$ cat src/rtl/kyber_pkg.sv
// Shared Kyber constants and the decode-sequencer state encoding.
package kyber_pkg;

    localparam int KYBER_N  = 256;
    localparam int KYBER_Q  = 3329;
    localparam int COEFF_SZ = 16;
    localparam int RAND_SZ  = COEFF_SZ * 5;
    localparam int ADDR_SZ  = 8;

    typedef enum logic [2:0] {
        ST_FLUSH = 3'd0,
        ST_IDLE  = 3'd1,
        ST_RUN   = 3'd2,
        ST_DRAIN = 3'd3,
        ST_DONE  = 3'd4
    } sched_state_t;

endpackage

$ cat src/rtl/polytomsg_sched_issue_ctr.sv
// Issue counter for the masked decode sequencer: walks the share RAM
// addresses, paces issues ISSUE_GAP cycles apart and consumes one PRNG
// word per issue, holding that word for the transform.
module polytomsg_sched_issue_ctr
    import kyber_pkg::*;
#(
    parameter int ISSUE_GAP = 2
) (
    input  logic               clk,
    input  logic               rst,
    input  logic               clr,
    input  logic               en,
    input  logic               prng_valid,
    input  logic [RAND_SZ-1:0] prng_data,
    output logic               issue,
    output logic [ADDR_SZ-1:0] addr,
    output logic               all_issued,
    output logic [RAND_SZ-1:0] prng_lat
);

    localparam int GW = $clog2(ISSUE_GAP) + 1;
    localparam logic [ADDR_SZ:0] N_CNT = (ADDR_SZ+1)'(KYBER_N);
    localparam logic [GW-1:0] GAP_RELOAD = GW'(ISSUE_GAP - 1);

    logic [ADDR_SZ:0] issue_cnt;
    logic [GW-1:0]    gap_cnt;

    // Reset is folded in so the RAM/PRNG strobes drop in the reset cycle itself.
    assign issue      = en && !rst && prng_valid && (gap_cnt == '0) && (issue_cnt < N_CNT);
    assign addr       = issue_cnt[ADDR_SZ-1:0];
    assign all_issued = (issue_cnt == N_CNT);

    // Issue count and gap pacing; a PRNG stall simply holds both.
    always_ff @(posedge clk) begin
        if (rst || clr) begin
            issue_cnt <= '0;
            gap_cnt   <= '0;
        end else if (issue) begin
            issue_cnt <= issue_cnt + 1'b1;
            gap_cnt   <= GAP_RELOAD;
        end else if (gap_cnt != '0) begin
            gap_cnt <= gap_cnt - 1'b1;
        end
    end

    // Capture the PRNG word accepted with each issue; it feeds the transform directly.
    always_ff @(posedge clk) begin
        if (rst) begin
            prng_lat <= '0;
        end else if (issue) begin
            prng_lat <= prng_data;
        end
    end

endmodule

$ cat src/rtl/polytomsg_masked_decode_sched.sv
// Sequencer for the masked Poly-to-message decode: streams share pairs
// into the transform and writes the returned share pairs, in order, to
// the result RAMs. Shares pass through untouched and never share a register.
module polytomsg_masked_decode_sched
    import kyber_pkg::*;
#(
    parameter int ISSUE_GAP = 2,
    parameter int FLUSH_CYC = 8
) (
    input  logic                clk,
    input  logic                rst,
    input  logic                start,
    output logic                busy,
    output logic                done,
    output logic                rd_en,
    output logic [ADDR_SZ-1:0]  rd_addr,
    input  logic [COEFF_SZ-1:0] sh1_rdata,
    input  logic [COEFF_SZ-1:0] sh2_rdata,
    input  logic                prng_valid,
    output logic                prng_ready,
    input  logic [RAND_SZ-1:0]  prng_data,
    output logic                dp_ce,
    output logic [COEFF_SZ-1:0] dp_c1,
    output logic [COEFF_SZ-1:0] dp_c2,
    output logic [RAND_SZ-1:0]  dp_prng,
    input  logic                dp_valid,
    input  logic [COEFF_SZ-1:0] dp_y1,
    input  logic [COEFF_SZ-1:0] dp_y2,
    output logic                wr_en,
    output logic [ADDR_SZ-1:0]  wr_addr,
    output logic [COEFF_SZ-1:0] wr_y1,
    output logic [COEFF_SZ-1:0] wr_y2
);

    localparam int FW = $clog2(FLUSH_CYC) + 1;
    localparam logic [FW-1:0] FLUSH_LAST = FW'(FLUSH_CYC - 1);
    localparam logic [ADDR_SZ:0] N_CNT = (ADDR_SZ+1)'(KYBER_N);

    sched_state_t     state, state_nx;
    logic [FW-1:0]    flush_cnt;
    logic [ADDR_SZ:0] ret_cnt;
    logic             start_acc;
    logic             run_en;
    logic             ret_active;
    logic             issue;
    logic             all_issued;

    assign start_acc  = (state == ST_IDLE) && start;
    assign run_en     = (state == ST_RUN);
    assign ret_active = (state == ST_RUN) || (state == ST_DRAIN) || (state == ST_DONE);
    assign busy       = (state == ST_RUN) || (state == ST_DRAIN);
    assign done       = (state == ST_DONE);
    assign rd_en      = issue;
    assign prng_ready = issue;

    polytomsg_sched_issue_ctr #(
        .ISSUE_GAP (ISSUE_GAP)
    ) u_issue (
        .clk        (clk),
        .rst        (rst),
        .clr        (start_acc),
        .en         (run_en),
        .prng_valid (prng_valid),
        .prng_data  (prng_data),
        .issue      (issue),
        .addr       (rd_addr),
        .all_issued (all_issued),
        .prng_lat   (dp_prng)
    );

    // Controller state register.
    always_ff @(posedge clk) begin
        if (rst) begin
            state <= ST_FLUSH;
        end else begin
            state <= state_nx;
        end
    end

    // Post-reset flush timer; the transform pipeline has no reset of its own.
    always_ff @(posedge clk) begin
        if (rst) begin
            flush_cnt <= '0;
        end else if (state == ST_FLUSH) begin
            flush_cnt <= flush_cnt + 1'b1;
        end
    end

    // Next-state logic.
    always_comb begin
        state_nx = state;
        case (state)
            ST_FLUSH: if (flush_cnt == FLUSH_LAST) state_nx = ST_IDLE;
            ST_IDLE:  if (start) state_nx = ST_RUN;
            ST_RUN:   if (all_issued) state_nx = ST_DRAIN;
            ST_DRAIN: if (wr_en && (ret_cnt == N_CNT)) state_nx = ST_DONE;
            ST_DONE:  state_nx = ST_IDLE;
            default:  state_nx = ST_FLUSH;
        endcase
    end

    // p1: transform strobe one cycle after the RAM read.
    always_ff @(posedge clk) begin
        if (rst) begin
            dp_ce <= 1'b0;
        end else begin
            dp_ce <= issue;
        end
    end

    // Share-1 input register, loaded from RAM data in the strobe cycle.
    always_ff @(posedge clk) begin
        if (rst) begin
            dp_c1 <= '0;
        end else if (dp_ce) begin
            dp_c1 <= sh1_rdata;
        end
    end

    // Share-2 input register, kept separate from share 1.
    always_ff @(posedge clk) begin
        if (rst) begin
            dp_c2 <= '0;
        end else if (dp_ce) begin
            dp_c2 <= sh2_rdata;
        end
    end

    // Return side: register each transform result into the result RAM port.
    always_ff @(posedge clk) begin
        if (rst) begin
            wr_en   <= 1'b0;
            wr_addr <= '0;
            wr_y1   <= '0;
            wr_y2   <= '0;
            ret_cnt <= '0;
        end else begin
            wr_en <= ret_active && dp_valid;
            if (start_acc) begin
                ret_cnt <= '0;
            end else if (ret_active && dp_valid) begin
                wr_addr <= ret_cnt[ADDR_SZ-1:0];
                wr_y1   <= dp_y1;
                wr_y2   <= dp_y2;
                ret_cnt <= ret_cnt + 1'b1;
            end
        end
    end

endmodule

$ cat config.mk
export PLATFORM = sky130hd
export DESIGN_NAME = polytomsg_masked_decode_sched
export DESIGN_NICKNAME = d
export VERILOG_FILES = /design/src/rtl/kyber_pkg.sv /design/src/rtl/polytomsg_sched_issue_ctr.sv /design/src/rtl/polytomsg_masked_decode_sched.sv
export SDC_FILE = /design/constraint.sdc
export NUM_CORES = 1
export LEC_CHECK = 0
export CORE_MARGIN = 4
export CORE_UTILIZATION = 26
export CTS_CLUSTER_SIZE = 20
export DETAILED_ROUTE_END_ITERATION = 10
export HOLD_SLACK_MARGIN = 0.02
export SYNTH_ARGS = -nofsm -noshare
export SYNTH_HDL_FRONTEND = slang
export SYNTH_SLANG_ARGS = --single-unit
$ cat constraint.sdc
create_clock -name clk -period 3.9 [get_ports clk]
set_input_delay 0.975 -clock clk [delete_from_list [all_inputs] [get_ports clk]]
set_output_delay 0.975 -clock clk [all_outputs]
set_load 0.02 [all_outputs]
==> run summary, run 1 <==
The worst setup path is launched from an input pin. In this run the deepest clock path goes through 2 buffers. Compared with the post-synthesis result, the final layout area differs by 56.9%. The maximum level of the CTS H-tree was 4; the initial antenna violation count was 0.

Most frequently used cell type in the post-synthesis netlist: sky130_fd_sc_hd__nand2_1. Summing every instance area after synthesis gives 6880 um^2. For the area enclosed by the die boundary, the log shows 29100 um^2. Gates resized during post-CTS repair numbered 0.

The tools report the endpoint arrival time on the critical path as 2610 ps. After routing, the total negative slack on setup checks comes to 0 ps. In this run, CTS created clock tree buffers numbering 17. The tools report the final number of hold-violating endpoints as 0.

The number of enable-type register cells in the synthesized netlist is 0, and the iteration count of the initial detailed-routing pass is 4. The sum of overflow across all layers after global routing came out at 0. The detailed router finished its first iteration with 292 violations. In this run, placement finished with an instance count of 1387. The effective utilization at floorplan came out at 0.264.

The non-filler instance count after layout is 1419. The sequential cell area fraction in the yosys report was 0.527; the final critical path time including I/O delays and setup was 3580 ps. By area the synthesized netlist is led by sky130_fd_sc_hd__dfxtp_1, sky130_fd_sc_hd__nand2_1, sky130_fd_sc_hd__nand3b_1, sky130_fd_sc_hd__mux2i_1, sky130_fd_sc_hd__a21oi_1. Setup violations remaining at the end of the flow were counted as 0. The Yosys step of the flow raised 0 warnings. The class of the tightest hold or removal check was reg2reg. The share of async-settable or async-resettable flops after synthesis came out at 0. Data on the critical path is required at its endpoint by 2920 ps. The global-route usage over all layers is 0.135. Average vias per placed instance: 4.36. The max-slew headroom at the worst pin was 0.377; the flip-flop and latch count after synthesis was 181.

The timing-limited maximum frequency is 279 MHz. The flow ran to the end, and the final reports show no timing, DRC or antenna violations. At the end of routability-driven placement, the weighted congestion stood at 0.761. In this run the static leakage power is 4.10 nW. After detailed routing, the total wire length is 20.6 mm. The fraction of final layout cells sized beyond drive strength 1 came out at 0.0434.

Synthesis handed over a netlist of 792 instances. The tools report the max-capacitance violation count as 0. The worst setup path is captured at an output port. The run gives 5935 as the via count of the first global-routing pass. The later-pin clock latency in the skew report was 420 ps. The total of buffers placed on input and output ports is 314, and the number of slew-limit violations in the final report is 0. The setup path with the least slack is of type in2out. The count of different cell masters after synthesis is 41. TritonCTS built the clock tree.

The highest fanout seen on the critical path was 5; the average size of a mapped cell was 8.69 um^2. Entering global routing, the biggest net connects 100 pins. The share of the cycle needed by the critical path after routing is 0.919.

The clock root buffer master was sky130_fd_sc_hd__clkbuf_16. The number of sinks driven by the clock tree was 181. Of all cell types, the one taking the most synthesized area is sky130_fd_sc_hd__dfxtp_1. Main flop type after synthesis: sky130_fd_sc_hd__dfxtp_1. After detailed routing, the number of remaining DRC violations is 0. The clock input transition at the sequential cells of the worst setup and hold paths came out at 70 ps.

The horizontal die dimension came out at 171 um. By count the netlist is led by sky130_fd_sc_hd__nand2_1, sky130_fd_sc_hd__dfxtp_1, sky130_fd_sc_hd__nand3b_1. The routed layout has 6193 vias. The region available for standard cell placement spans 26100 um^2. In this run the post-CTS setup repair buffer count came out at 0. The die is 171 um tall. Dividing total power by cell area gives a power density of 355 nW/um^2.

The tools report the total I/O pin count as 315. The worst vdd rail ir drop came out at 195 uV. The slew at the pin closest to its max-slew limit was 934 ps; the share of the synthesized area in the top cell type was 0.527.

Setup repair after global routing left no endpoint under its margin. In this run the remaining antenna-violating nets after routing total 0. Synthesis produced a netlist with a net count of 947.

Hold-fix buffer count after cts: 0. Between clock sinks in the finished design, the worst skew comes to 12.2 ps. The repair_antennas step left the layout with diodes totalling 0.

The first global-routing pass estimated 31.7 mm of wire. After floorplanning, the core was divided into 59 placement rows. Dividing the detail-routed wire length by the instance count gives 14.5 um. After the last flow step, the layout net total stands at 1226. The placed wire-length estimate was 14.1 mm.
-- critical path, stage by stage --
cell	delay, ps
sky130_fd_sc_hd__clkdlybuf4s50_1	480
sky130_fd_sc_hd__and4b_1	300
sky130_fd_sc_hd__nand2_2	90
sky130_fd_sc_hd__inv_2	120
sky130_fd_sc_hd__clkdlybuf4s50_1	640
-- layout by cell type, fill, tap and decap left out, types with 5 or more instances in the layout --
cell,instances
sky130_fd_sc_hd__a21oi_1,47
sky130_fd_sc_hd__buf_4,9
sky130_fd_sc_hd__clkbuf_16,17
sky130_fd_sc_hd__clkbuf_8,5
sky130_fd_sc_hd__clkdlybuf4s50_1,313
sky130_fd_sc_hd__dfxtp_1,180
sky130_fd_sc_hd__ha_1,6
sky130_fd_sc_hd__inv_1,7
sky130_fd_sc_hd__mux2i_1,36
sky130_fd_sc_hd__nand2_1,254
sky130_fd_sc_hd__nand3b_1,80
sky130_fd_sc_hd__nand4_1,8
sky130_fd_sc_hd__nor2_1,51
sky130_fd_sc_hd__o21ai_0,5
sky130_fd_sc_hd__xor2_1,9
-- cell families (layout without fill, tap and decap cells) --
| kind of cell | count (synthesis) | after routing | share of synthesized area |
|---|---|---|---|
| fa+ha+maj | 6 | 6 | 0.0109 |
| simple gates | 422 | 422 | 0.291 |
| xor+xnor | 12 | 12 | 0.0153 |
| compound gates | 64 | 64 | 0.0513 |
| flops | 181 | 181 | 0.527 |
| mux | 36 | 36 | 0.0524 |
| buf+inv | 71 | 363 | 0.0522 |
-- registers in the layout, indices dropped and copies added (netlist names) --
name               cells
u_issue.prng_lat      80
wr_y2                 16
wr_en                  1
dp_c1                 16
wr_addr                8
state                  3
u_issue.gap_cnt        2
wr_y1                 16
u_issue.issue_cnt      9
dp_ce                  1
ret_cnt                9
flush_cnt              4
dp_c2                 16
-- layer usage --
layer  track usage  part of all wire  vias to the layer above  wire length [um]
met5             0                 0                        -                 0
met4        0.0490             0.026                        0               537
met3        0.0513             0.089                       31              1840
met2         0.210              0.45                      199              9320
met1         0.171              0.43                     2819              8900
li1              -                 -                     3144                 -
-- where the power goes --
group / switching [mW] / internal, mW / leakage, nW / total (mW)
combinational: 0.0751 / 0.166 / 2.35 / 0.241
clock: 0.748 / 0.978 / 0.289 / 1.73
sequential: 0.00707 / 1.86 / 1.46 / 1.87
total: 0.830 / 3.00 / 4.10 / 3.83
-- final cells by class --
cell class / count / area [um^2]
fill: 2597 / 15300
sequential: 181 / 3620
timing repair buffer: 323 / 3220
multi-input combinational: 540 / 2910
clock buffer: 24 / 502
tap: 335 / 419
clock inverter: 8 / 88.8
inverter: 8 / 30.0
-- metrics by stage --
stage                util  instance area [um^2]  setup WS (ps)  hold WS, ps  total power, mW
floorplan               -                  6880            949          453             1.98
global route        0.414                 10800            221          475             4.00
finish              0.414                 10800            316          452             3.83
detailed placement  0.392                 10200            319          446             2.15
CTS                 0.414                 10800            313          456             3.91
global placement    0.392                 10200            339          441             2.15
-- worst paths after layout --
| path | cells past startpoint | slack, ps | from | to |
|---|---|---|---|---|
| worst max-delay path | 5 | 320 | prng_valid | rd_en |
| worst min-delay path | 2 | 450 | wr_y1[13] | wr_y1[13] |
| worst max register to register | 5 | 1700 | state[2] | ret_cnt[7] |
| worst min register to register | 2 | 450 | wr_y1[13] | wr_y1[13] |
(Power assumes the default switching activity.)
==> inputs of run 2 (changes only) <==
- TNS_END_PERCENT: unset -> 5
==> results of run 2 <==
No change in the layout: final DEF, timing and power equal those of run 1.
